`src/rtl/vga_timing_gen.sv`:
```
`default_nettype none
// ============================================================================
//  Module      : vga_timing_gen
//  Description : Raster timing generator with registered, zero-skew address,
//                sync, data-enable and line/frame strobe outputs.
//                Optional frame counter built when VGA_TIMING_FRAME_CNT_EN
//                is defined.
//  Revision    : 1.0 - initial release
// ============================================================================
module vga_timing_gen #(
    parameter int H_ACTIVE  = 640,
    parameter int H_FP      = 16,
    parameter int H_SYNC    = 96,
    parameter int H_BP      = 48,
    parameter int V_ACTIVE  = 480,
    parameter int V_FP      = 10,
    parameter int V_SYNC    = 2,
    parameter int V_BP      = 33,
    parameter bit HSYNC_POL = 1'b0,
    parameter bit VSYNC_POL = 1'b0,
    parameter int CW        = 10,
    parameter int FRAME_W   = 8
) (
    input  logic               clk,
    input  logic               sys_rst,
    input  logic               pix_ce,
    output logic [CW-1:0]      haddr,
    output logic [CW-1:0]      vaddr,
    output logic               hsync,
    output logic               vsync,
    output logic               de,
    output logic               line_start,
    output logic               frame_start,
    output logic [FRAME_W-1:0] frame_cnt
);

    localparam int c_h_total = H_ACTIVE + H_FP + H_SYNC + H_BP;
    localparam int c_v_total = V_ACTIVE + V_FP + V_SYNC + V_BP;

    // Inclusive upper bounds keep every constant representable in CW bits,
    // even when a total is exactly 2**CW.
    localparam logic [CW-1:0] c_h_last     = CW'(c_h_total - 1);
    localparam logic [CW-1:0] c_v_last     = CW'(c_v_total - 1);
    localparam logic [CW-1:0] c_h_act_last = CW'(H_ACTIVE - 1);
    localparam logic [CW-1:0] c_v_act_last = CW'(V_ACTIVE - 1);
    localparam logic [CW-1:0] c_hs_first   = CW'(H_ACTIVE + H_FP);
    localparam logic [CW-1:0] c_hs_last    = CW'(H_ACTIVE + H_FP + H_SYNC - 1);
    localparam logic [CW-1:0] c_vs_first   = CW'(V_ACTIVE + V_FP);
    localparam logic [CW-1:0] c_vs_last    = CW'(V_ACTIVE + V_FP + V_SYNC - 1);

    logic [CW-1:0] r_haddr;
    logic [CW-1:0] r_vaddr;
    logic          r_hsync;
    logic          r_vsync;
    logic          r_de;
    logic          r_line_start;
    logic          r_frame_start;

    logic          w_h_wrap;
    logic          w_v_wrap;
    logic          w_frame_wrap;
    logic [CW-1:0] w_h_nxt;
    logic [CW-1:0] w_v_nxt;
    logic          w_hs_nxt;
    logic          w_vs_nxt;
    logic          w_de_nxt;

    always_comb begin
        w_h_wrap     = (r_haddr == c_h_last);
        w_v_wrap     = (r_vaddr == c_v_last);
        w_frame_wrap = w_h_wrap & w_v_wrap;

        w_h_nxt = w_h_wrap ? '0 : r_haddr + 1'b1;
        w_v_nxt = r_vaddr;
        if (w_h_wrap) begin
            w_v_nxt = w_v_wrap ? '0 : r_vaddr + 1'b1;
        end

        // Levels are decoded from the next address so they land in the same
        // register stage as the address they describe.
        w_hs_nxt = ((w_h_nxt >= c_hs_first) && (w_h_nxt <= c_hs_last)) ? HSYNC_POL : ~HSYNC_POL;
        w_vs_nxt = ((w_v_nxt >= c_vs_first) && (w_v_nxt <= c_vs_last)) ? VSYNC_POL : ~VSYNC_POL;
        w_de_nxt = (w_h_nxt <= c_h_act_last) && (w_v_nxt <= c_v_act_last);
    end

    always_ff @(posedge clk or posedge sys_rst) begin
        if (sys_rst) begin
            r_haddr       <= '0;
            r_vaddr       <= '0;
            r_hsync       <= ~HSYNC_POL;
            r_vsync       <= ~VSYNC_POL;
            r_de          <= 1'b1;
            r_line_start  <= 1'b0;
            r_frame_start <= 1'b0;
        end else begin
            // Strobes are recomputed every clk, so they drop after one cycle
            // even when pix_ce stays low for a while after a wrap.
            r_line_start  <= pix_ce & w_h_wrap;
            r_frame_start <= pix_ce & w_frame_wrap;
            if (pix_ce) begin
                r_haddr <= w_h_nxt;
                r_vaddr <= w_v_nxt;
                r_hsync <= w_hs_nxt;
                r_vsync <= w_vs_nxt;
                r_de    <= w_de_nxt;
            end
        end
    end

`ifdef VGA_TIMING_FRAME_CNT_EN
    logic [FRAME_W-1:0] r_frame_cnt;

    always_ff @(posedge clk or posedge sys_rst) begin
        if (sys_rst) begin
            r_frame_cnt <= '0;
        end else if (pix_ce & w_frame_wrap) begin
            r_frame_cnt <= r_frame_cnt + 1'b1;
        end
    end

    assign frame_cnt = r_frame_cnt;
`else
    assign frame_cnt = '0;
`endif

    assign haddr       = r_haddr;
    assign vaddr       = r_vaddr;
    assign hsync       = r_hsync;
    assign vsync       = r_vsync;
    assign de          = r_de;
    assign line_start  = r_line_start;
    assign frame_start = r_frame_start;

endmodule
`default_nettype wire

```
`config.mk`:
```
export PLATFORM = sky130hd
export DESIGN_NAME = vga_timing_gen
export DESIGN_NICKNAME = d
export VERILOG_FILES = /design/src/rtl/vga_timing_gen.sv
export SDC_FILE = /design/constraint.sdc
export NUM_CORES = 1
export LEC_CHECK = 0
export BUFFER_PORTS_ARGS = -buffer_cell sky130_fd_sc_hd__buf_2
export CORE_MARGIN = 2
export CORE_UTILIZATION = 51
export CTS_BUF_LIST = sky130_fd_sc_hd__clkbuf_4 sky130_fd_sc_hd__clkbuf_8
export CTS_CLUSTER_DIAMETER = 150
export DETAILED_ROUTE_END_ITERATION = 8
export PLACE_DENSITY_LB_ADDON = 0.2
export SYNTH_ARGS = -nofsm -noshare
export SYNTH_HDL_FRONTEND = slang
export SYNTH_SLANG_ARGS = --single-unit
```
`constraint.sdc`:
```
create_clock -name clk -period 2.1 [get_ports clk]
set_input_delay 0.21 -clock clk [delete_from_list [all_inputs] [get_ports clk]]
set_output_delay 0.21 -clock clk [all_outputs]
set_load 0.03 [all_outputs]
```
==> results of run 1 <==
## worst max-delay path by stage
stage / end / slack, ps / cells past startpoint
after global placement: vaddr[3]$_DFFE_PP0P_ / 230 / 5
after CTS: vaddr[3]$_DFFE_PP0P_ / 140 / 5
after detailed placement: vaddr[3]$_DFFE_PP0P_ / 170 / 5
final: vaddr[3]$_DFFE_PP0P_ / 130 / 5
after floorplan: vsync$_DFFE_PP1P_ / 40 / 7
after global routing: vsync$_DFFE_PP1P_ / 10 / 6
## metrics by stage
| step | power (mW) | worst slack, ps | cell area [sq um] |
|---|---|---|---|
| 2_1_floorplan | 1.12 | 41.1 | 1700 |
| 5_1_grt | 1.72 | 10.5 | 2000 |
| 3_3_place_gp | 1.35 | 231 | 1960 |
| 4_1_cts | 1.62 | 145 | 2000 |
| 3_5_place_dp | 1.38 | 169 | 1960 |
| 6_report | 1.62 | 135 | 2000 |
## per-layer routing
layer / vias up / part of all wire
met5: - / 0
met4: 0 / 0.019
met3: 16 / 0.072
met2: 89 / 0.46
met1: 805 / 0.45
li1: 786 / -
## cells by family after synthesis
logic type / count (synthesis) / synth area share
multiplexers: 1 / 0.00675
XOR/XNOR: 6 / 0.0315
flip-flops: 25 / 0.377
AO/OA/AOI/OAI: 46 / 0.189
buffers and inverters: 29 / 0.0892
AND/OR/NAND/NOR: 83 / 0.274
adder cells (fa/ha/maj): 4 / 0.0300
other: 1 / 0.00225
## cell type report
type | instances | area (sq um)
clock buffers | 3 | 22.5
clock inverters | 1 | 7.51
fillers | 278 | 1080
inverters | 11 | 41.3
multi-input cells | 148 | 917
flip-flops and latches | 25 | 632
well taps | 44 | 55.1
repair buffers | 52 | 325
## power groups by stage
stage                     clock network, mW  logic [mW]  registers [mW]
final                                 0.241       0.764           0.616
after floorplan                           0       0.332           0.789
after global placement                    0       0.724           0.621
after detailed placement                  0       0.753           0.625
after global routing                  0.263       0.830           0.625
after CTS                             0.244       0.757           0.615
## timing repair
item,in CTS,in global routing
hold buffers,1,0
setup endpoints to repair,0,0
hold endpoints to repair,10,0
## sequential cells by signal, indices dropped and copies added, names as in the netlist
register and cells:
frame_start 1, line_start 1, vsync 1, hsync 1, vaddr 10, haddr 10, de 1
## Yosys cell counts (3+ instances only)
| cell | count | area share |
|---|---|---|
| sky130_fd_sc_hd__nand3_1 | 6 | 0.018 |
| sky130_fd_sc_hd__a21oi_1 | 7 | 0.021 |
| sky130_fd_sc_hd__nor2_1 | 16 | 0.036 |
| sky130_fd_sc_hd__nor3_1 | 11 | 0.033 |
| sky130_fd_sc_hd__dfrtp_1 | 22 | 0.33 |
| sky130_fd_sc_hd__nand4_1 | 5 | 0.019 |
| sky130_fd_sc_hd__buf_4 | 9 | 0.040 |
| sky130_fd_sc_hd__ha_1 | 4 | 0.030 |
| sky130_fd_sc_hd__nand2_1 | 22 | 0.049 |
| sky130_fd_sc_hd__buf_2 | 3 | 0.0090 |
| sky130_fd_sc_hd__dfstp_2 | 3 | 0.047 |
| sky130_fd_sc_hd__inv_1 | 10 | 0.022 |
| sky130_fd_sc_hd__o21ai_0 | 12 | 0.036 |
| sky130_fd_sc_hd__a31oi_1 | 5 | 0.019 |
| sky130_fd_sc_hd__xnor2_1 | 4 | 0.021 |
| sky130_fd_sc_hd__clkbuf_1 | 4 | 0.0090 |
## worst reg2reg max path, stage by stage, from the launching register on
cell and delay (ps):
sky130_fd_sc_hd__dfrtp_1 500, sky130_fd_sc_hd__or4_4 540, sky130_fd_sc_hd__or4_4 470, sky130_fd_sc_hd__and2_1 160
sky130_fd_sc_hd__o21ai_1 120, sky130_fd_sc_hd__o31ai_1 80
==> run summary, run 1 <==
CLOCK NETWORK
-------------------------------------------------------------------------------------
TritonCTS clock tree                                                            built
Max Root-Sink Buffers                                                               2
Postcts setup bufs                                                                  0
Clock tree sinks                                                                   25
Number of buffers created by CTS                                                    3
CTS clk-pin slew, worst paths                                                  160 ps
Insertion delay of the later-clocked pin in the worst-skew pair                340 ps
Resized cells post-CTS                                                              0
CTS H-Tree Depth                                                                    1
Root buffer selected by CTS                                              sky130_fd_sc_hd__clkbuf_4

STA
-------------------------------------------------------------------------------------
Period Utilization, post-route                                                  0.936
Maximum clock skew at final layout                                            10.9 ps
Worst-margin pin slew                                                          525 ps
Setup-violating endpoint count in the final report                                  0
Count of pins over their slew limit                                                 0
Peak Freq                                                                     509 MHz
Worst-case hold slack                                                          197 ps
Setup TNS                                                                        0 ps
Worst max-slew margin expressed relative to the limit                           0.649
Final hold vios                                                                     0
RSZ-0062 raised after global routing                                            false
Min cycle time layout                                                         1970 ps

GLOBAL ROUTING
-------------------------------------------------------------------------------------
Antenna violations before repair                                                    0
Maximum number of pins on one net before global-route repair                       19
Global-route met3 utilization                                                  0.0357
Vias in the first global route                                                   1559
Met1 Track Usage GR                                                             0.379
Met2 demand-to-capacity share in global routing                                 0.404
Total Routing Usage GR                                                          0.264
First-pass GRT wire length                                                    7.37 mm
Global-route layer with the greatest usage                                       met2
Total grt overflow                                                                  0

YOSYS
-------------------------------------------------------------------------------------
Sequential cell area fraction in the yosys report                               0.377
Number of enable flip-flop cells after synthesis                                    0
Yosys reg bits                                                                     25
Cell area after synthesis                                                  1670 sq um
Syn Inst Count                                                                    195
Share of synthesized flip-flops with an asynchronous set or reset                1.00
Unique cell type count in the Yosys netlist                                        54
Synth Area per Inst                                                        8.56 sq um
Yosys synthesis warning count                                                       0
Most frequently used flop master after synthesis                         sky130_fd_sc_hd__dfrtp_1

PLACED DESIGN
-------------------------------------------------------------------------------------
Half-perimeter wire length of the detailed placement result                   3.29 mm
GP Congestion                                                                   0.921
Cells after DPL                                                                   279
I/O Buffers                                                                        27

POWER
-------------------------------------------------------------------------------------
Seq pwr share                                                                   0.380
Worst supply voltage drop on vdd                                             0.482 mV
Combinational fraction of design power                                          0.471
Power Density                                                             810 nW/um^2
Internal power contribution                                                  0.899 mW
Switching share of power                                                        0.445
Reported leakage power                                                       0.883 nW
Switching power                                                              0.721 mW
Clock share of power                                                            0.149

CRITICAL PATH
-------------------------------------------------------------------------------------
Register-to-Register Setup Slack                                               130 ps
Nature of the critical path endpoint                                             flop
Crit-path slowest cell                                                   sky130_fd_sc_hd__or4_4
Buffers plus inverters on the worst setup path                                      0
Crit Path Category                                                         reg -> reg
Startpoint kind of the worst setup timing path                                   flop
Capture point of the worst reg-to-reg path                               vaddr[3]$_DFFE_PP0P_
Cell count of the worst reg-to-reg path                                             5
Largest delay share family, worst path                                   simple AND/OR/NAND/NOR gates
Series of cell instances along the critical path                         or4_4 -> or4_4 -> and2_1 -> o21ai_1 -> o31ai_1
WP data required                                                              2350 ps
Maximum fanout encountered on the critical timing path                              8
Most used cell along the critical path                                   sky130_fd_sc_hd__or4_4
Data arrival at the endpoint of the critical path                             2210 ps
Crit-path max cell delay                                                       540 ps
Worst setup path startpoint                                              vaddr[8]$_DFFE_PP0P_
Worst reg2reg startpoint                                                 vaddr[8]$_DFFE_PP0P_

DIE
-------------------------------------------------------------------------------------
Initial Utilization                                                             0.542
Chip Width                                                                    61.2 um
I/O pin count                                                                      36
Die span in y                                                                 61.2 um
Die area                                                                   3750 sq um
Core region area                                                           3080 sq um
Num rows                                                                           20

DRT
-------------------------------------------------------------------------------------
Via count of the routed design                                                   1696
Detail Route Antenna Nets                                                           0
DRT iter0 DRCs                                                                    137
TritonRoute pass-1 iters                                                            4
Remaining design rule violation count                                               0
Average vias per placed instance                                                 5.97
Sum of routed wire length over all layers                                     4.41 mm
Per-cell routed wire length                                                   15.5 um

FINAL LAYOUT
-------------------------------------------------------------------------------------
Utilization after layout                                                        0.650
# nets final                                                                      248
Most frequent standard cell in the layout excluding fill and tap cells   sky130_fd_sc_hd__buf_2
Area overhead of the layout relative to synthesis                               19.9%
Post-route insts no fill                                                          284
Ant. Diodes                                                                         0
Share of cells above drive strength 1                                           0.300
Highest-count cells in the layout ignoring fill and taps                 27 x sky130_fd_sc_hd__buf_2, 24 x sky130_fd_sc_hd__buf_4, 22 x sky130_fd_sc_hd__nand2_1

MIN PATH
-------------------------------------------------------------------------------------
Worst min-delay path startpoint                                                pix_ce
Hold EP                                                                  vaddr[2]$_DFFE_PP0P_
Path type of the worst min-delay path                                       in -> reg
Hold path cells                                                                     3

FLOW RUN
-------------------------------------------------------------------------------------
Max-Cap Viols                                                                       0

OUTCOME
-------------------------------------------------------------------------------------
Run status                                                               finished, final reports clean

Power figures use the tool's default switching activity.
==> run 2, diff against run 1 <==
--- a/config.mk
+++ b/config.mk
@@ -6,7 +6,7 @@
 export NUM_CORES = 1
 export LEC_CHECK = 0
 export BUFFER_PORTS_ARGS = -buffer_cell sky130_fd_sc_hd__buf_2
-export CORE_MARGIN = 2
+export CORE_MARGIN = 3
 export CORE_UTILIZATION = 51
 export CTS_BUF_LIST = sky130_fd_sc_hd__clkbuf_4 sky130_fd_sc_hd__clkbuf_8
 export CTS_CLUSTER_DIAMETER = 150
==> constraint.sdc (replaced) <==
create_clock -name clk -period 2 [get_ports clk]
set_input_delay 0.2 -clock clk [delete_from_list [all_inputs] [get_ports clk]]
set_output_delay 0.2 -clock clk [all_outputs]
set_load 0.03 [all_outputs]
==> run summary, run 2 (synthesis gave the netlist of run 1 again) <==
CRITICAL PATH
-------------------------------------------------------------------------------------
Worst reg2reg startpoint                                                 vaddr[6]$_DFFE_PP0P_
Data arrival at the endpoint of the critical path                             2220 ps   about the same
Startpoint kind of the worst setup timing path                                   flop
WP data required                                                              2240 ps   -110 ps
Cell count of the worst reg-to-reg path                                             6   +1
Crit Path Category                                                         reg -> reg
Series of cell instances along the critical path                         or4_4 -> nor4_2 -> buf_4 -> a31oi_1 -> o21ai_0 -> o41ai_2
Crit-path slowest cell                                                   sky130_fd_sc_hd__or4_4
Nature of the critical path endpoint                                             flop
Capturing element of the worst setup path                                vaddr[9]$_DFFE_PP0P_
Worst setup path startpoint                                              vaddr[6]$_DFFE_PP0P_
Capture point of the worst reg-to-reg path                               vaddr[9]$_DFFE_PP0P_
Crit-path max cell delay                                                       570 ps   +30 ps
Maximum fanout encountered on the critical timing path                              4   -4
Register-to-Register Setup Slack                                                20 ps   -110 ps

FINAL LAYOUT
-------------------------------------------------------------------------------------
# fillers                                                                         257   -7.6%
Most frequent standard cell in the layout excluding fill and tap cells   sky130_fd_sc_hd__buf_2
Share of cells above drive strength 1                                           0.332   +0.0320
Ant. Diodes                                                                         0   unchanged
Post-route insts no fill                                                          285   +0.35%
Total non-filler cell area in the finished layout                          2050 sq um   +2.4%
Highest-count cells in the layout ignoring fill and taps                 27 x sky130_fd_sc_hd__buf_2, 25 x sky130_fd_sc_hd__buf_4, 22 x sky130_fd_sc_hd__nand2_1
# nets final                                                                      249   +0.40%
Area overhead of the layout relative to synthesis                               22.7%
Utilization after layout                                                        0.665   +0.0154

DIE
-------------------------------------------------------------------------------------
Die area                                                                   3990 sq um   +6.6%
Initial Utilization                                                             0.542   unchanged
Die span in y                                                                 63.2 um   +3.3%
Chip Width                                                                    63.2 um   +3.3%
Core region area                                                           3080 sq um   unchanged
I/O pin count                                                                      36   unchanged
Num rows                                                                           20   unchanged

STA
-------------------------------------------------------------------------------------
Setup TNS                                                                        0 ps   unchanged
Maximum clock skew at final layout                                            12.8 ps   +1.82 ps
Setup-violating endpoint count in the final report                                  0   unchanged
Final hold vios                                                                     0   unchanged
Worst-case hold slack                                                          199 ps   +2.17 ps
Post-route setup slack                                                        20.3 ps   -114 ps
Peak Freq                                                                     505 MHz   -0.73%
Min cycle time layout                                                         1980 ps   +14.4 ps
Period Utilization, post-route                                                  0.990   +0.0540
RSZ-0062 raised after global routing                                             true
Count of pins over their slew limit                                                 0   unchanged

PLACED DESIGN
-------------------------------------------------------------------------------------
Cells after DPL                                                                   278   -0.36%
GP Congestion                                                                   0.891   -3.2%
Half-perimeter wire length of the detailed placement result                   3.16 mm   -3.9%
Pre-CTS worst setup slack                                                    -25.9 ps   -195 ps
I/O Buffers                                                                        27   unchanged
Placed instance area                                                       1970 sq um   +0.57%

DRT
-------------------------------------------------------------------------------------
DRT iter0 DRCs                                                                    147   +7.3%
Per-cell routed wire length                                                   15.3 um   -1.6%
Average vias per placed instance                                                 5.84   -2.2%
TritonRoute pass-1 iters                                                            5   +1
Detail Route Antenna Nets                                                           0   unchanged
Sum of routed wire length over all layers                                     4.36 mm   -1.2%
Remaining design rule violation count                                               0   unchanged
Via count of the routed design                                                   1664   -1.9%

CLOCK NETWORK
-------------------------------------------------------------------------------------
Number of buffers created by CTS                                                    3   unchanged
CTS clk-pin slew, worst paths                                                  150 ps   about the same
Root buffer selected by CTS                                              sky130_fd_sc_hd__clkbuf_4
CTS H-Tree Depth                                                                    1   unchanged
Clock tree sinks                                                                   25   unchanged
Max Root-Sink Buffers                                                               2   unchanged
TritonCTS clock tree                                                            built
Insertion delay of the later-clocked pin in the worst-skew pair                350 ps   about the same

POWER
-------------------------------------------------------------------------------------
Reported leakage power                                                       0.897 nW   +1.6%
Worst supply voltage drop on vdd                                             0.847 mV   +76%
Overall power consumption                                                     1.71 mW   +5.3%
Power Density                                                             833 nW/um^2   +2.9%

GLOBAL ROUTING
-------------------------------------------------------------------------------------
Maximum number of pins on one net before global-route repair                       26   +7
Total grt overflow                                                                  0   unchanged
Antenna violations before repair                                                    0   unchanged
Vias in the first global route                                                   1578   +1.2%
Total Routing Usage GR                                                          0.234   -0.0306
First-pass GRT wire length                                                    7.49 mm   +1.7%

OUTCOME
-------------------------------------------------------------------------------------
Run status                                                               finished, final reports clean

MIN PATH
-------------------------------------------------------------------------------------
Path type of the worst min-delay path                                       in -> reg

FLOW RUN
-------------------------------------------------------------------------------------
Max-Cap Viols                                                                       0   unchanged

[run 2: worst max-delay path, delay by kind of cell, from the launching register on]
family	cells	cell delay, ps
AND/OR/NAND/NOR	2	860
flip-flops	1	440
AO/OA/AOI/OAI	3	370
buffers and inverters	1	200
[run 2: area by class of cell]
class,count,area [sq um],area share
Clock inverter,1,5.00,0.00244
Tap cell,44,55.1,0.0269
Clock buffer,3,22.5,0.0110
Sequential cell,25,634,0.310
Inverter,11,41.3,0.0202
Multi-Input combinational cell,148,957,0.467
Timing Repair Buffer,53,333,0.162
[run 2: worst min path at each step]
stage | from | endpoint | slack (ps) | depth (start not counted)
floorplan | sys_rst | frame_start$_DFF_PP0_ | 220 | 1
global placement | sys_rst | vaddr[8]$_DFFE_PP0P_ | 260 | 3
detailed placement | sys_rst | vaddr[8]$_DFFE_PP0P_ | 270 | 3
CTS | pix_ce | vaddr[2]$_DFFE_PP0P_ | 200 | 3
global route | pix_ce | vaddr[2]$_DFFE_PP0P_ | 210 | 3
finish | pix_ce | vaddr[2]$_DFFE_PP0P_ | 200 | 3
[run 2: timing repair]
action | 4_1_cts | 5_1_grt
hold buffers | 1 | 0
resized for setup | 1 | 4
pin swaps | 1 | 0
endpoints found under the hold margin | 22 | 0
endpoints found under the setup margin | 1 | 5
setup buffers | 2 | 0
[run 2: metal layers]
metal / share of wire / GRT usage / up-vias
li1: - / - / 785
met2: 0.49 / 0.379 / 77
met1: 0.43 / 0.312 / 797
met4: 0.012 / 0.0997 / 0
met3: 0.064 / 0.0321 / 5
met5: 0 / 0 / -
[run 2: power breakdown]
group	internal (mW)	total, mW	switching (mW)	leakage, nW
Sequential	0.584	0.692	0.108	0.304
Clock	0.0756	0.248	0.172	0.0177
Combinational	0.288	0.766	0.478	0.575
==> run 3, diff against run 2 <==
--- a/config.mk
+++ b/config.mk
@@ -6,7 +6,7 @@
 export NUM_CORES = 1
 export LEC_CHECK = 0
 export BUFFER_PORTS_ARGS = -buffer_cell sky130_fd_sc_hd__buf_2
-export CORE_MARGIN = 3
+export CORE_MARGIN = 1
 export CORE_UTILIZATION = 51
 export CTS_BUF_LIST = sky130_fd_sc_hd__clkbuf_4 sky130_fd_sc_hd__clkbuf_8
 export CTS_CLUSTER_DIAMETER = 150
==> run summary, run 3 (synthesis gave the netlist of run 1 again) <==
FLOW RUN
-------------------------------------------------------------------------------------
Max-Cap Viols                                                                       0   unchanged

DIE
-------------------------------------------------------------------------------------
Chip Width                                                                    59.2 um   -6.3%
Die area                                                                   3510 sq um   -12%
I/O pin count                                                                      36   unchanged
Die span in y                                                                 59.2 um   -6.3%
Num rows                                                                           20   unchanged
Core region area                                                           3080 sq um   unchanged
Initial Utilization                                                             0.542   unchanged

CRITICAL PATH
-------------------------------------------------------------------------------------
Data arrival at the endpoint of the critical path                             2160 ps   -60 ps
Worst reg2reg startpoint                                                 vaddr[6]$_DFFE_PP0P_
Capture point of the worst reg-to-reg path                               vaddr[3]$_DFFE_PP0P_
Nature of the critical path endpoint                                             flop
Cell count of the worst reg-to-reg path                                             5   -1
Startpoint kind of the worst setup timing path                                   flop
Crit Path Category                                                         reg -> reg
WP data required                                                              2230 ps   about the same
Maximum fanout encountered on the critical timing path                              5   +1
Register-to-Register Setup Slack                                                70 ps   +50 ps

GLOBAL ROUTING
-------------------------------------------------------------------------------------
First-pass GRT wire length                                                    6.84 mm   -8.7%
Total Routing Usage GR                                                          0.256   +0.0224
Antenna violations before repair                                                    0   unchanged
Maximum number of pins on one net before global-route repair                       26   unchanged
Vias in the first global route                                                   1567   -0.70%
Total grt overflow                                                                  0   unchanged

PLACED DESIGN
-------------------------------------------------------------------------------------
I/O Buffers                                                                        27   unchanged
Placed instance area                                                       1970 sq um   unchanged
Half-perimeter wire length of the detailed placement result                   2.99 mm   -5.2%
GP Congestion                                                                   0.831   -6.8%

STA
-------------------------------------------------------------------------------------
Final hold vios                                                                     0   unchanged
Peak Freq                                                                     519 MHz   +2.7%
Maximum clock skew at final layout                                            3.34 ps   -9.42 ps
Count of pins over their slew limit                                                 0   unchanged
Setup TNS                                                                        0 ps   unchanged
Min cycle time layout                                                         1930 ps   -51.3 ps
Setup-violating endpoint count in the final report                                  0   unchanged
RSZ-0062 raised after global routing                                            false
Period Utilization, post-route                                                  0.964   -0.0257

DRT
-------------------------------------------------------------------------------------
Per-cell routed wire length                                                   14.4 um   -5.9%
Remaining design rule violation count                                               0   unchanged
Sum of routed wire length over all layers                                     4.07 mm   -6.5%
Via count of the routed design                                                   1645   -1.1%
DRT iter0 DRCs                                                                     78   -47%
Average vias per placed instance                                                 5.81   -0.44%
TritonRoute pass-1 iters                                                            4   -1
Detail Route Antenna Nets                                                           0   unchanged

FINAL LAYOUT
-------------------------------------------------------------------------------------
Most frequent standard cell in the layout excluding fill and tap cells   sky130_fd_sc_hd__buf_2
Ant. Diodes                                                                         0   unchanged
Total non-filler cell area in the finished layout                          2040 sq um   -0.61%
Highest-count cells in the layout ignoring fill and taps                 27 x sky130_fd_sc_hd__buf_2, 23 x sky130_fd_sc_hd__buf_4, 22 x sky130_fd_sc_hd__nand2_1
Area overhead of the layout relative to synthesis                               22.0%
Share of cells above drive strength 1                                           0.318   -0.0140
# fillers                                                                         272   +5.8%
# nets final                                                                      247   -0.80%

CLOCK NETWORK
-------------------------------------------------------------------------------------
TritonCTS clock tree                                                            built
Root buffer selected by CTS                                              sky130_fd_sc_hd__clkbuf_4
CTS clk-pin slew, worst paths                                                  150 ps   about the same
Number of buffers created by CTS                                                    3   unchanged
Max Root-Sink Buffers                                                               2   unchanged
Clock tree sinks                                                                   25   unchanged
CTS H-Tree Depth                                                                    1   unchanged
Insertion delay of the later-clocked pin in the worst-skew pair                330 ps   -20 ps

POWER
-------------------------------------------------------------------------------------
Power Density                                                             846 nW/um^2   +1.6%
Worst supply voltage drop on vdd                                             0.705 mV   -17%
Reported leakage power                                                       0.881 nW   -1.8%

MIN PATH
-------------------------------------------------------------------------------------
Hold path cells                                                                     3   unchanged
Path type of the worst min-delay path                                       in -> reg
Worst min-delay path startpoint                                                pix_ce
Hold EP                                                                  vaddr[2]$_DFFE_PP0P_

OUTCOME
-------------------------------------------------------------------------------------
Run status                                                               finished, final reports clean

==> run 3: changes by cell type in the layout (fill, tap and decap cells not counted) <==
| cell | previous run | this run |
|---|---|---|
| sky130_fd_sc_hd__clkbuf_4 | 3 | 4 |
| sky130_fd_sc_hd__and2_1 | 0 | 1 |
| sky130_fd_sc_hd__nor3_1 | 11 | 10 |
| sky130_fd_sc_hd__nor4_4 | 1 | 2 |
| sky130_fd_sc_hd__clkinv_2 | 1 | 0 |
| sky130_fd_sc_hd__nor3_2 | 0 | 1 |
| sky130_fd_sc_hd__buf_4 | 25 | 23 |
| sky130_fd_sc_hd__o41ai_1 | 0 | 1 |
| sky130_fd_sc_hd__nor4_2 | 1 | 0 |
| sky130_fd_sc_hd__o21ai_1 | 1 | 2 |
| sky130_fd_sc_hd__o21ai_2 | 1 | 0 |
| sky130_fd_sc_hd__and2_4 | 1 | 0 |
| sky130_fd_sc_hd__o41ai_2 | 1 | 0 |
==> run 3: metrics by stage <==
step | setup WS, ps | hold slack [ps] | util | std cells | total power [mW]
CTS | 75.6 | 179 | 0.654 | 283 | 1.70
global placement | 125 | 262 | 0.641 | 278 | 1.41
floorplan | 3.46 | 225 | - | 202 | 1.20
detailed placement | 104 | 271 | 0.641 | 278 | 1.45
finish | 71.6 | 176 | 0.661 | 283 | 1.72
global route | 2.34 | 192 | 0.661 | 283 | 1.83
==> run 3: repair_timing <==
action,4_1_cts,5_1_grt
gates resized for setup,0,4
endpoints found under the setup margin,0,4
hold endpoints to repair,22,0
hold buffers,1,0
buffers inserted,0,0
==> run 3: final cells by class <==
type,instances,area (sq um),area share
multi-input cells,148,957,0.470
inverters,11,41.3,0.0203
flip-flops and latches,25,634,0.312
repair buffers,51,318,0.156
well taps,44,55.1,0.0270
clock buffers,4,30.0,0.0148
==> run 3: how the worst max path moves through the flow <==
stage / start / to / slack, ps / depth (start not counted)
6_report: vaddr[6]$_DFFE_PP0P_ / vaddr[3]$_DFFE_PP0P_ / 70 / 5
5_1_grt: vaddr[6]$_DFFE_PP0P_ / vaddr[3]$_DFFE_PP0P_ / 2 / 5
4_1_cts: vaddr[6]$_DFFE_PP0P_ / vaddr[3]$_DFFE_PP0P_ / 80 / 5
3_5_place_dp: vaddr[6]$_DFFE_PP0P_ / vaddr[3]$_DFFE_PP0P_ / 100 / 5
3_3_place_gp: vaddr[6]$_DFFE_PP0P_ / vsync$_DFFE_PP1P_ / 120 / 5
2_1_floorplan: vaddr[7]$_DFFE_PP0P_ / vaddr[3]$_DFFE_PP0P_ / 3 / 5
==> run 3: power by group <==
| part | switching [mW] | internal, mW | total, mW |
|---|---|---|---|
| logic | 0.486 | 0.287 | 0.774 |
| clock network | 0.164 | 0.0918 | 0.256 |
| registers | 0.109 | 0.584 | 0.693 |
==> run 3: metal layers <==
layer,track usage,vias up,routed length [um]
met3,0.0349,7,172
met4,0.122,0,61
met2,0.441,55,2050
met1,0.314,801,1780
met5,0,-,0
li1,-,782,-
==> run 3: worst max-delay path: stages, from the launching register on <==
cell,delay (ps)
sky130_fd_sc_hd__dfrtp_2,430
sky130_fd_sc_hd__or4_4,570
sky130_fd_sc_hd__or4_4,480
sky130_fd_sc_hd__and2_1,160
sky130_fd_sc_hd__o21ai_1,110
sky130_fd_sc_hd__o31ai_1,80
